$ cat src/rtl/remote_cmd_rx.sv
// remote_cmd_rx: device-side end of the remote command link.
// Reassembles a 16-bit command from two serial bytes (high byte first),
// discards a half-received pair after an inter-byte timeout, and sends
// single response bytes back to the remote on request.
//
// Ports:
//   clk          system clock
//   rst          asynchronous active-high reset
//   RX / TX      serial lines from / to the remote (8N1)
//   cmd          assembled command {high_byte, low_byte}
//   cmd_rdy      command valid; held until clr_cmd_rdy or a new pair starts
//   clr_cmd_rdy  consumer acknowledge (a set in the same cycle wins)
//   sync_err     one-cycle pulse when a byte pair times out
//   resp         response byte to send
//   send_resp    one-cycle request to transmit resp
//   resp_busy    response transmission in progress
//   resp_sent    last response fully shifted out
//
// TIMEOUT_CYCLES must lie in [2, 2**20]. BAUD_DIV is clk cycles per bit
// and must be at least 4.
module remote_cmd_rx #(
  parameter int TIMEOUT_CYCLES = 65536,
  parameter int BAUD_DIV       = 2604
) (
  input  logic        clk,
  input  logic        rst,
  input  logic        RX,
  output logic        TX,
  output logic [15:0] cmd,
  output logic        cmd_rdy,
  input  logic        clr_cmd_rdy,
  output logic        sync_err,
  input  logic [7:0]  resp,
  input  logic        send_resp,
  output logic        resp_busy,
  output logic        resp_sent
);

  localparam int TW = $clog2(TIMEOUT_CYCLES);
  localparam logic [TW-1:0] TIMER_LAST = TW'(TIMEOUT_CYCLES - 1);

  typedef enum logic {WAIT_HI, WAIT_LO} rx_state_t;
  typedef enum logic [1:0] {T_IDLE, T_LOAD, T_BUSY} tx_state_t;

  logic       rst_n;
  logic [7:0] rx_data;
  logic       rx_rdy;
  logic       clr_rx_rdy;
  logic       trmt;
  logic [7:0] tx_data;
  logic       tx_done;

  assign rst_n = ~rst;

  UART #(.BAUD_DIV(BAUD_DIV)) u_uart (
    .clk       (clk),
    .rst_n     (rst_n),
    .RX        (RX),
    .TX        (TX),
    .rx_rdy    (rx_rdy),
    .clr_rx_rdy(clr_rx_rdy),
    .rx_data   (rx_data),
    .trmt      (trmt),
    .tx_data   (tx_data),
    .tx_done   (tx_done)
  );

  // ---------------- receive framing ----------------
  rx_state_t   rx_state, rx_state_next;
  logic [7:0]  hi_byte, hi_byte_next;
  logic [TW-1:0] timer, timer_next;
  logic [15:0] cmd_next;
  logic        cmd_rdy_next;
  logic        sync_err_next;

  always_ff @(posedge clk or posedge rst) begin
    if (rst) begin
      rx_state <= WAIT_HI;
      hi_byte  <= 8'h00;
      timer    <= '0;
      cmd      <= 16'h0000;
      cmd_rdy  <= 1'b0;
      sync_err <= 1'b0;
    end else begin
      rx_state <= rx_state_next;
      hi_byte  <= hi_byte_next;
      timer    <= timer_next;
      cmd      <= cmd_next;
      cmd_rdy  <= cmd_rdy_next;
      sync_err <= sync_err_next;
    end
  end

  always_comb begin
    rx_state_next = rx_state;
    hi_byte_next  = hi_byte;
    timer_next    = timer;
    cmd_next      = cmd;
    // Clear first; any set below overrides it so a completion wins.
    cmd_rdy_next  = clr_cmd_rdy ? 1'b0 : cmd_rdy;
    sync_err_next = 1'b0;
    clr_rx_rdy    = 1'b0;
    case (rx_state)
      WAIT_HI: begin
        if (rx_rdy) begin
          hi_byte_next  = rx_data;
          clr_rx_rdy    = 1'b1;
          cmd_rdy_next  = 1'b0;
          timer_next    = '0;
          rx_state_next = WAIT_LO;
        end
      end
      WAIT_LO: begin
        timer_next = timer + TW'(1);
        // The low byte is checked before the timeout so a byte arriving
        // on the last allowed cycle still completes the command.
        if (rx_rdy) begin
          cmd_next      = {hi_byte, rx_data};
          cmd_rdy_next  = 1'b1;
          clr_rx_rdy    = 1'b1;
          rx_state_next = WAIT_HI;
        end else if (timer == TIMER_LAST) begin
          sync_err_next = 1'b1;
          hi_byte_next  = 8'h00;
          rx_state_next = WAIT_HI;
        end
      end
      default: rx_state_next = WAIT_HI;
    endcase
  end

  // ---------------- response transmit ----------------
  tx_state_t  tx_state, tx_state_next;
  logic [7:0] resp_reg, resp_reg_next;
  logic       resp_sent_next;

  always_ff @(posedge clk or posedge rst) begin
    if (rst) begin
      tx_state  <= T_IDLE;
      resp_reg  <= 8'h00;
      resp_sent <= 1'b0;
    end else begin
      tx_state  <= tx_state_next;
      resp_reg  <= resp_reg_next;
      resp_sent <= resp_sent_next;
    end
  end

  always_comb begin
    tx_state_next  = tx_state;
    resp_reg_next  = resp_reg;
    resp_sent_next = resp_sent;
    trmt           = 1'b0;
    case (tx_state)
      T_IDLE: begin
        if (send_resp) begin
          resp_reg_next  = resp;
          resp_sent_next = 1'b0;
          tx_state_next  = T_LOAD;
        end
      end
      T_LOAD: begin
        trmt          = 1'b1;
        tx_state_next = T_BUSY;
      end
      T_BUSY: begin
        if (tx_done) begin
          resp_sent_next = 1'b1;
          tx_state_next  = T_IDLE;
        end
      end
      default: tx_state_next = T_IDLE;
    endcase
  end

  assign tx_data   = resp_reg;
  assign resp_busy = (tx_state != T_IDLE);

endmodule

// UART: 8N1 transceiver, BAUD_DIV clk cycles per bit.
//   rx_rdy   set when a byte has been received, cleared by clr_rx_rdy
//   rx_data  last received byte
//   trmt     one-cycle request to send tx_data
//   tx_done  one-cycle pulse at the end of the stop bit
module UART #(
  parameter int BAUD_DIV = 2604
) (
  input  logic       clk,
  input  logic       rst_n,
  input  logic       RX,
  output logic       TX,
  output logic       rx_rdy,
  input  logic       clr_rx_rdy,
  output logic [7:0] rx_data,
  input  logic       trmt,
  input  logic [7:0] tx_data,
  output logic       tx_done
);

  localparam int BW = $clog2(BAUD_DIV);
  localparam logic [BW-1:0] B_LAST = BW'(BAUD_DIV - 1);
  // Two cycles of synchroniser lag are absorbed by sampling slightly
  // before the nominal half-bit point.
  localparam logic [BW-1:0] B_HALF = BW'(BAUD_DIV / 2 - 1);

  logic          rx_meta, rx_s;
  logic          rx_busy;
  logic [BW-1:0] rx_baud;
  logic [3:0]    rx_bits;
  logic [7:0]    rx_sh;

  always_ff @(posedge clk or negedge rst_n) begin
    if (!rst_n) begin
      rx_meta <= 1'b1;
      rx_s    <= 1'b1;
    end else begin
      rx_meta <= RX;
      rx_s    <= rx_meta;
    end
  end

  // Sample index 0 is the start bit, 1..8 data (LSB first), 9 the stop bit.
  always_ff @(posedge clk or negedge rst_n) begin
    if (!rst_n) begin
      rx_busy <= 1'b0;
      rx_baud <= '0;
      rx_bits <= 4'd0;
      rx_sh   <= 8'h00;
      rx_data <= 8'h00;
      rx_rdy  <= 1'b0;
    end else begin
      if (clr_rx_rdy) rx_rdy <= 1'b0;
      if (!rx_busy) begin
        if (!rx_s) begin
          rx_busy <= 1'b1;
          rx_baud <= B_HALF;
          rx_bits <= 4'd0;
        end
      end else if (rx_baud != '0) begin
        rx_baud <= rx_baud - BW'(1);
      end else begin
        rx_baud <= B_LAST;
        if (rx_bits == 4'd9) begin
          rx_busy <= 1'b0;
          rx_data <= rx_sh;
          rx_rdy  <= 1'b1;
        end else begin
          rx_bits <= rx_bits + 4'd1;
          if (rx_bits != 4'd0) rx_sh <= {rx_s, rx_sh[7:1]};
        end
      end
    end
  end

  logic [9:0]    tx_sh;
  logic          tx_busy;
  logic [BW-1:0] tx_baud;
  logic [3:0]    tx_bits;

  // Frame is {stop, data, start}; shifting in ones leaves the line idle high.
  always_ff @(posedge clk or negedge rst_n) begin
    if (!rst_n) begin
      tx_sh   <= '1;
      tx_busy <= 1'b0;
      tx_baud <= '0;
      tx_bits <= 4'd0;
      tx_done <= 1'b0;
    end else begin
      tx_done <= 1'b0;
      if (trmt) begin
        tx_sh   <= {1'b1, tx_data, 1'b0};
        tx_busy <= 1'b1;
        tx_baud <= '0;
        tx_bits <= 4'd0;
      end else if (tx_busy) begin
        if (tx_baud == B_LAST) begin
          tx_baud <= '0;
          tx_sh   <= {1'b1, tx_sh[9:1]};
          if (tx_bits == 4'd9) begin
            tx_busy <= 1'b0;
            tx_done <= 1'b1;
          end else begin
            tx_bits <= tx_bits + 4'd1;
          end
        end else begin
          tx_baud <= tx_baud + BW'(1);
        end
      end
    end
  end

  assign TX = tx_sh[0];

endmodule
$ cat config.mk
export PLATFORM = sky130hd
export DESIGN_NAME = remote_cmd_rx
export DESIGN_NICKNAME = d
export VERILOG_FILES = /design/src/rtl/remote_cmd_rx.sv
export SDC_FILE = /design/constraint.sdc
export NUM_CORES = 1
export LEC_CHECK = 0
export ABC_AREA = 1
export ABC_CLOCK_PERIOD_IN_PS = 3700
export BUFFER_PORTS_ARGS = -buffer_cell sky130_fd_sc_hd__buf_2
export CORE_ASPECT_RATIO = 1.25
export CORE_UTILIZATION = 57
export CTS_BUF_LIST = sky130_fd_sc_hd__clkbuf_8
export DETAILED_ROUTE_END_ITERATION = 8
export GPL_ROUTABILITY_DRIVEN = 0
export PLACE_DENSITY = 0.78
export SLEW_MARGIN = 5
export SYNTH_ARGS = -nofsm -noshare
export SYNTH_HDL_FRONTEND = slang
export SYNTH_SLANG_ARGS = --single-unit
$ cat constraint.sdc
create_clock -name clk -period 3.7 [get_ports clk]
set_input_delay 0.74 -clock clk [delete_from_list [all_inputs] [get_ports clk]]
set_output_delay 0.74 -clock clk [all_outputs]
set_load 0.02 [all_outputs]
# After elaboration in Yosys (flattened, before gate mapping)
# Cells that the tools add are included.
[word_totals]
inputBits = 13
out_inout_bits = 21
regBits = 118
[op_classes]
reduce_logical = 17
addsub = 5
bitwise_logic = 3
eq_ne = 15
muxes = 57
[op_table]
columns = ["cell", "n"]
rows = [
  ["$mux W12", 6],
  ["$mux W4", 8],
  ["$pmux W16 S2", 1],
  ["$mux W10", 3],
  ["$mux W1", 28],
  ["$mux W8", 3],
  ["$add A16 B1 Y16 const B", 1],
  ["$eq A16 B16 Y1 const B", 1],
  ["$mux W16", 1],
  ["$pmux W8 S2", 1],
  ["$reduce_and A3 Y1", 5],
  ["$add A12 B1 Y12 const B", 1],
  ["$eq A12 B12 Y1 const B", 1],
  ["$ne A2 B2 Y1 const B", 6],
  ["$reduce_bool A12 Y1", 1],
  ["$sub A12 B1 Y12 const B", 1],
  ["$add A4 B1 Y4 const B", 2],
  ["$eq A4 B4 Y1 const B", 2],
  ["$reduce_and A2 Y1", 4],
  ["$reduce_bool A2 Y1", 4],
  ["$ne A2 B1 Y1 const B", 3],
  ["$pmux W1 S2", 3],
  ["$pmux W2 S3", 1],
  ["$mux W2", 2],
  ["other kinds (6)", 8],
]

# Depth between registers and ports, before layout
# Gate-level depths: netlist (run 1).
[logic_depth]
word_depth = 5
mapped_depth = 11
ltp_nobuf = 11

# Hierarchy
# A second synthesis (run 1) with hierarchy kept.
[unflattened]
cells_unflattened = 662
area_unflattened_um2 = 5775.5
[modules_own_cells]
columns = ["module", "area_per_inst_um2", "cells_per_inst", "instances"]
rows = [
  ["UART", 3398.3, 419, 1],
  ["remote_cmd_rx", 2377.3, 243, 1],
]

# Least setup slack after synthesis (run 1)
# No wires, ideal clock.
[synth_path]
path_kind = "register to register"
start = "register rx_state"
end = "register timer[3]"
setup_time_ns = 0.127
path_slack_ns = 2.069
required_ns = 3.573
arrival_ns = 1.504
stages_incl_launch_ff = 9
synth_period_minus_slack_ns = 1.631
cell_sequence = "dfrtp_1 -> clkbuf_1 -> inv_1 -> ha_1 -> buf_2 -> nor2_1 -> inv_1 -> o21ai_0 -> nor2_1"
[synth_between]
elab_chain_cells = 2
word_cells_on_any_way = 3
cone_classes = "eq/ne: 1; mux: 1; bitwise: 1"
[synth_lines]
columns = ["element", "line_no", "source"]
rows = [
  ["from (decl)", "69", "rx_state_t rx_state, rx_state_next;"],
  ["from (signal assigned)", "85", "rx_state <= rx_state_next;"],
  ["$not A1 Y1", "--", ""],
  ["$pmux W16 S2 or $ne A2 B1 Y1 (tied branches)", "--", ""],
  ["to (signal assigned)", "87", "timer <= timer_next;"],
  ["to (decl)", "71", "logic [TW-1:0] timer, timer_next;"],
]
# Parallel ways exist; a longest one is shown, timed or not.
# A chain may end at the register's enable or synchronous reset.

# Worst setup path after layout (run 1)
[layout_path]
start = "register rx_state"
end = "register timer[4]"
# The elaborated chain is that of the path after synthesis.

==> results of run 1 <==
-- synthesized netlist by cell type, types with 4 or more instances --
cell	number	area share
mux2_2	12	0.024
nand4_1	15	0.017
ha_1	11	0.024
xor2_1	10	0.015
a21oi_1	16	0.014
o21ai_0	36	0.032
nor2_1	72	0.048
buf_2	6	0.0053
nor2_4	4	0.0080
dfstp_2	11	0.051
nand2_1	232	0.15
nor2_2	7	0.0077
nand3_1	37	0.033
dfrtp_1	106	0.47
inv_1	71	0.047
-- worst register-to-register path: stages, from the launching register on --
cell and delay (ns):
dfrtp_1 0.48, inv_1 0.13, ha_1 0.41, clkinv_1 0.34, and3_1 0.26, nand2_1 0.08
o21ai_0 0.08, a21oi_1 0.14
-- routing by layer --
metal	up-vias	track usage	part of all wire
li1	2231	-	-
met1	2190	0.278	0.43
met2	89	0.408	0.51
met3	24	0.0685	0.036
met4	0	0.104	0.023
met5	-	0	0
-- through the flow --
step | instance area, um2 | setup WS (ns) | std cells
detailed placement | 5930 | 1.76 | 829
global placement | 5930 | 1.88 | 829
CTS | 6280 | 1.74 | 861
global route | 6280 | 1.53 | 861
floorplan | 5660 | 1.54 | 681
finish | 6280 | 1.71 | 861
-- path summary, 6_finish.rpt --
| path | startpoint | end | slack (ns) | depth (start not counted) |
|---|---|---|---|---|
| hold reg to reg | u_uart.rx_meta$_DFF_PP1_ | u_uart.rx_s$_DFF_PP1_ | 0.36 | 0 |
| max in group asynchronous | rst | u_uart.tx_sh[8]$_DFFE_PP1P_ | 2.52 | 3 |
| setup / recovery | rx_state$_DFF_PP0_ | timer[4]$_DFFE_PP0P_ | 1.71 | 7 |
| min in group clk | u_uart.rx_meta$_DFF_PP1_ | u_uart.rx_s$_DFF_PP1_ | 0.36 | 0 |
| setup reg to reg | rx_state$_DFF_PP0_ | timer[4]$_DFFE_PP0P_ | 1.71 | 7 |
| hold / removal | rst | u_uart.tx_bits[3]$_DFFE_PP0P_ | 0.36 | 2 |
-- area by class of cell --
| class | instances | share of cell area |
|---|---|---|
| well taps | 126 | 0.0251 |
| repair buffers | 35 | 0.0307 |
| multi-input cells | 478 | 0.376 |
| clock buffers | 17 | 0.0372 |
| clock inverters | 15 | 0.0191 |
| flip-flops and latches | 117 | 0.468 |
| inverters | 73 | 0.0442 |
-- power groups by stage --
stage,registers (mW),logic [mW],clock network (mW)
after floorplan,1.54,0.345,0
after global placement,1.55,0.411,0
after detailed placement,1.56,0.438,0
after CTS,1.54,0.440,1.06
after global routing,1.56,0.507,1.12
final,1.54,0.434,1.04
-- cell families (layout without fill, tap and decap cells) --
| family | Yosys count | in the layout | synth area share |
|---|---|---|---|
| and+or+nand+nor | 382 | 382 | 0.290 |
| DFF | 117 | 117 | 0.520 |
| buffers and inverters | 86 | 140 | 0.0624 |
| AOI/OAI and AO/OA | 60 | 60 | 0.0591 |
| xor gates and xnor gates | 13 | 13 | 0.0201 |
| muxes | 12 | 12 | 0.0239 |
| adders and majority gates | 11 | 11 | 0.0243 |
==> results.sh, run 1 <==
export IMPL_grt_pass1_wl_um=19300
export IMPL_crit_chain="inv_1 -> ha_1 -> clkinv_1 -> and3_1 -> nand2_1 -> o21ai_0 -> a21oi_1"
export IMPL_drv_cap=0
export IMPL_grt_antenna_before_repair=0
export IMPL_numClockSinks=117
export IMPL_routed_wl_um=11200
export IMPL_grt_usage=0.238
export IMPL_postCtsResizedCells=0
export IMPL_synth_cell_types=38
export IMPL_areaGrowthSynthToFinish_pct=11.1
export IMPL_rsz0062_at_grt="false"
export IMPL_required_ns=4.06
export IMPL_crit_path_max_fanout=11
export IMPL_regArea_um2=2940
export IMPL_status="completed"
export IMPL_end_kind="register"
export IMPL_grt_pass1_vias=4449
export IMPL_hold_viol=0
export IMPL_n_antenna_cell=0
export IMPL_drive_gt1_frac=0.151
export IMPL_sw_frac_of_total=0.300
export IMPL_synth_top_flop_cell="dfrtp_1"
export IMPL_power_leakage_nw=3.27
export IMPL_clock_path_buffers=2
export IMPL_fin_setup_tns_ns=0
export IMPL_vdd_ir_drop_max_mv=0.393
export IMPL_dr_pass1_iters=4
export IMPL_root_buffer="clkbuf_8"
export IMPL_clock_skew_final_ns=0.0111
export IMPL_synth_yosys_seq_area_share=0.520
export IMPL_critPathBufInv=2
export IMPL_finish_utilization=0.654
export IMPL_dp_hpwl_um=7940
export IMPL_drt_initial_drc_count=234
export IMPL_post_cts_buffers=0
export IMPL_slowest_delay_ns=0.48
export IMPL_pwr_share_comb=0.144
export IMPL_avgViaCountPerCell=5.27
export IMPL_reg_top3="cmd x16, timer x16"
export IMPL_rows=40
export IMPL_fp_coreArea_um2=9610
export IMPL_syn_avg_cell_area_um2=8.30
export IMPL_tightest_slew_ns=0.797
export IMPL_async_reset_ff_frac=1.00
export IMPL_num_vias=4534
export IMPL_layout_common_cells="nand2_1 (232), dfrtp_1 (106), nor2_1 (72), inv_1 (72), nand3_1 (37)"
export IMPL_power_internal_mw=2.11
export IMPL_p_seq_frac=0.511
export IMPL_clock_latency_ns=0.43
export IMPL_drv_slew=0
export IMPL_multi_input_comb_area_um2=2360
export IMPL_h_tree_depth=4
export IMPL_grt_max_degree=64
export IMPL_path_clk_slew_ns=0.07
export IMPL_final_common_cell="nand2_1"
export IMPL_cts_made_buffers=17
export IMPL_die_h_um=113
export IMPL_finalSetupViolations=0
export IMPL_power_mw=3.02
export IMPL_arrival_ns=2.34
export IMPL_drc=0
export IMPL_dieArea_um2=10300
export IMPL_fill_cells=824
export IMPL_post_route_period_util=0.537
export IMPL_worst_hold_slack_ns=0.361
export IMPL_critical_path_top_delay_family="flip-flops"
export IMPL_slew_headroom=0.469
export IMPL_power_density_nw_per_um2=480
export IMPL_ios=34
export IMPL_cp_start_kind="register"
export IMPL_die_w_um=91.1
export IMPL_fmax_ghz=0.503
export IMPL_finalCriticalPeriod_ns=1.99
export IMPL_worst_path_max_delay_cell="dfrtp_1"
export IMPL_grt_overflow_total=0
export IMPL_synth_edf_count=0
export IMPL_holdBufCountCts=0
export IMPL_cts_tree="done"
export IMPL_synth_seq_cells=117
export IMPL_synth_nets=705
export IMPL_avgRoutedWirePerCell_um=13.0
export IMPL_ys_warnings_count=0
export IMPL_io_buffers=33
export IMPL_netlist_instances=681
export IMPL_holdCritPathClass="input port to async pin"
export IMPL_nets=746
export IMPL_crit_type="register to register"
export IMPL_initial_core_util=0.589
export IMPL_synth_area_um2=5660
export IMPL_clkPwrFrac=0.345
export IMPL_ant_nets=0
export IMPL_power_switching_mw=0.906
Power figures use the tool's default switching activity.
==> run 2: changes to the inputs <==
- ABC_CLOCK_PERIOD_IN_PS: 3700 -> 1900
- CORE_UTILIZATION: 57 -> 60
- PLACE_DENSITY: 0.78 -> 0.79
- clock period: 3.7 -> 1.9 ns (I/O delays scaled with it)
==> run 2 against run 1 <==
  * Clock power increased by 130%
  * Worst setup slack got worse by 1.5 ns
  * Sequential share of layout area decreased by 1.5 points
  * Sequential cell count unchanged
  * Clock-buffer cell count increased by 2
  * Combinational power increased by 100%
  * Final area increased by 3.2%
  * Non-clock buffer count increased by 16
  * Sequential power increased by 95%
  * Die area decreased by 4.9%
  * First-iteration DRC count increased by 2.1%
==> results.sh, run 2 (synthesized netlist as in run 1, its figures left out) <==
export IMPL_setup_ws_ns=0.186
export IMPL_status="completed"
export IMPL_post_route_period_util=0.902
export IMPL_rows=39
export IMPL_multi_input_comb_area_um2=2360
export IMPL_routed_wl_um=11700
export IMPL_postCtsResizedCells=0
export IMPL_avgRoutedWirePerCell_um=13.4
export IMPL_critPathBufInv=2
export IMPL_end_kind="register"
export IMPL_ant_nets=0
export IMPL_n_antenna_cell=0
export IMPL_clock_path_buffers=2
export IMPL_grt_pass1_vias=4572
export IMPL_grt_pass1_wl_um=19600
export IMPL_grt_usage=0.260
export IMPL_slew_headroom=0.659
export IMPL_hold_viol=0
export IMPL_worst_path_max_delay_cell="dfrtp_1"
export IMPL_tightest_slew_ns=0.509
export IMPL_grt_antenna_before_repair=0
export IMPL_avgViaCountPerCell=5.25
export IMPL_die_w_um=88.8
export IMPL_reg_top3="cmd x16, timer x16"
export IMPL_areaGrowthSynthToFinish_pct=14.7
export IMPL_die_h_um=111
export IMPL_power_leakage_nw=3.40
export IMPL_initial_core_util=0.620
export IMPL_drive_gt1_frac=0.165
export IMPL_grtUsageMet3=0.0680
export IMPL_use_met1=0.305
export IMPL_crit_path_max_fanout=11
export IMPL_num_vias=4580
export IMPL_critical_path_top_delay_family="flip-flops"
export IMPL_fin_setup_tns_ns=0
export IMPL_path_clk_slew_ns=0.07
export IMPL_arrival_ns=2.08
export IMPL_h_tree_depth=4
export IMPL_fmax_ghz=0.583
export IMPL_slowest_delay_ns=0.41
export IMPL_finalCriticalPeriod_ns=1.71
export IMPL_io_buffers=33
export IMPL_clock_skew_final_ns=0.0156
export IMPL_final_common_cell="nand2_1"
export IMPL_clock_latency_ns=0.44
export IMPL_dr_pass1_iters=5
export IMPL_required_ns=2.27
export IMPL_crit_chain="inv_1 -> ha_1 -> clkinv_1 -> and3_1 -> nand2_1 -> o21ai_0 -> a21oi_1"
export IMPL_ios=34
export IMPL_dieArea_um2=9820
export IMPL_fill_cells=707
export IMPL_nets=762
export IMPL_stdcell_area_um2=6490
export IMPL_crit_type="register to register"
export IMPL_drc=0
export IMPL_grt_util_met2=0.442
export IMPL_finalSetupViolations=0
export IMPL_dp_slack_ns=0.149
export IMPL_cp_start_kind="register"
export IMPL_grt_max_degree=59
export IMPL_power_mw=6.32
export IMPL_cts_made_buffers=17
export IMPL_place_area_um2=6000
export IMPL_drv_cap=0
export IMPL_cts_tree="done"
export IMPL_root_buffer="clkbuf_8"
export IMPL_grt_overflow_total=0
export IMPL_layout_common_cells="nand2_1 (232), dfrtp_1 (106), inv_1 (73)"
export IMPL_drt_initial_drc_count=239
export IMPL_vdd_ir_drop_max_mv=0.666
export IMPL_numClockSinks=117
export IMPL_worst_hold_slack_ns=0.0441
export IMPL_dp_hpwl_um=8550
export IMPL_regArea_um2=2940
export IMPL_rsz0062_at_grt="false"
export IMPL_holdCritPathClass="input port to register"
export IMPL_busiest_layer="met2"
export IMPL_power_density_nw_per_um2=974
export IMPL_fp_coreArea_um2=9130
export IMPL_drv_slew=0
run 2: changes by cell type in the layout (fill, tap and decap cells not counted), sizes merged:
| cell | change |
|---|---|
| inv | +1 |
| buf | +15 |
| dlygate4sd3 | +1 |
| clkinv | -5 |
| clkinvlp | -2 |
| clkbuf | +2 |
| bufinv | +3 |
run 2: final cells by class:
| class | instances | area share |
|---|---|---|
| sequential | 117 | 0.454 |
| multi-input combinational | 478 | 0.364 |
| timing repair buffer | 51 | 0.0505 |
| inverter | 73 | 0.0428 |
| clock buffer | 19 | 0.0403 |
| clock inverter | 12 | 0.0251 |
| tap | 123 | 0.0237 |
run 2: worst reg2reg max path, cell delays in order (launching register included):
cell      delay, ns
dfrtp_1        0.41
inv_1          0.11
ha_1           0.40
clkinv_1       0.23
and3_1         0.23
nand2_1        0.08
o21ai_0        0.07
a21oi_1        0.12
run 2: routing by layer:
layer  part of all wire  up-vias
li1                   -     2260
met1               0.42     2195
met2               0.53      104
met3              0.033       21
met4              0.018        0
met5                  0        -
run 2: power breakdown:
group | leakage (nW) | internal [mW] | switching [mW]
clock | 0.225 | 1.47 | 0.953
combinational | 1.64 | 0.312 | 0.577
sequential | 1.53 | 2.81 | 0.191
run 2: path summary, 6_finish.rpt:
| kind | slack (ns) | end | cells after the start | startpoint |
|---|---|---|---|---|
| worst max-delay path | 0.19 | timer[4]$_DFFE_PP0P_ | 7 | u_uart.rx_rdy$_DFF_PP0_ |
| worst min-delay path | 0.04 | u_uart.rx_meta$_DFF_PP1_ | 1 | RX |
| worst max register to register | 0.19 | timer[4]$_DFFE_PP0P_ | 7 | u_uart.rx_rdy$_DFF_PP0_ |
| worst min register to register | 0.37 | u_uart.rx_s$_DFF_PP1_ | 0 | u_uart.rx_meta$_DFF_PP1_ |
| max in group asynchronous | 0.74 | u_uart.rx_s$_DFF_PP1_ | 4 | rst |
| min in group asynchronous | 0.49 | u_uart.tx_busy$_DFF_PP0_ | 3 | rst |
run 2: repair_timing:
| action | in CTS | in global routing |
|---|---|---|
| setup endpoints to repair | 0 | 9 |
| hold buffers | 1 | 0 |
| endpoints found under the hold margin | 8 | 0 |
| setup buffers | 0 | 5 |
run 2: metrics by stage:
stage,utilization,std cells
global route,0.711,873
CTS,0.705,868
detailed placement,0.658,836
floorplan,-,681
global placement,0.658,836
finish,0.711,873
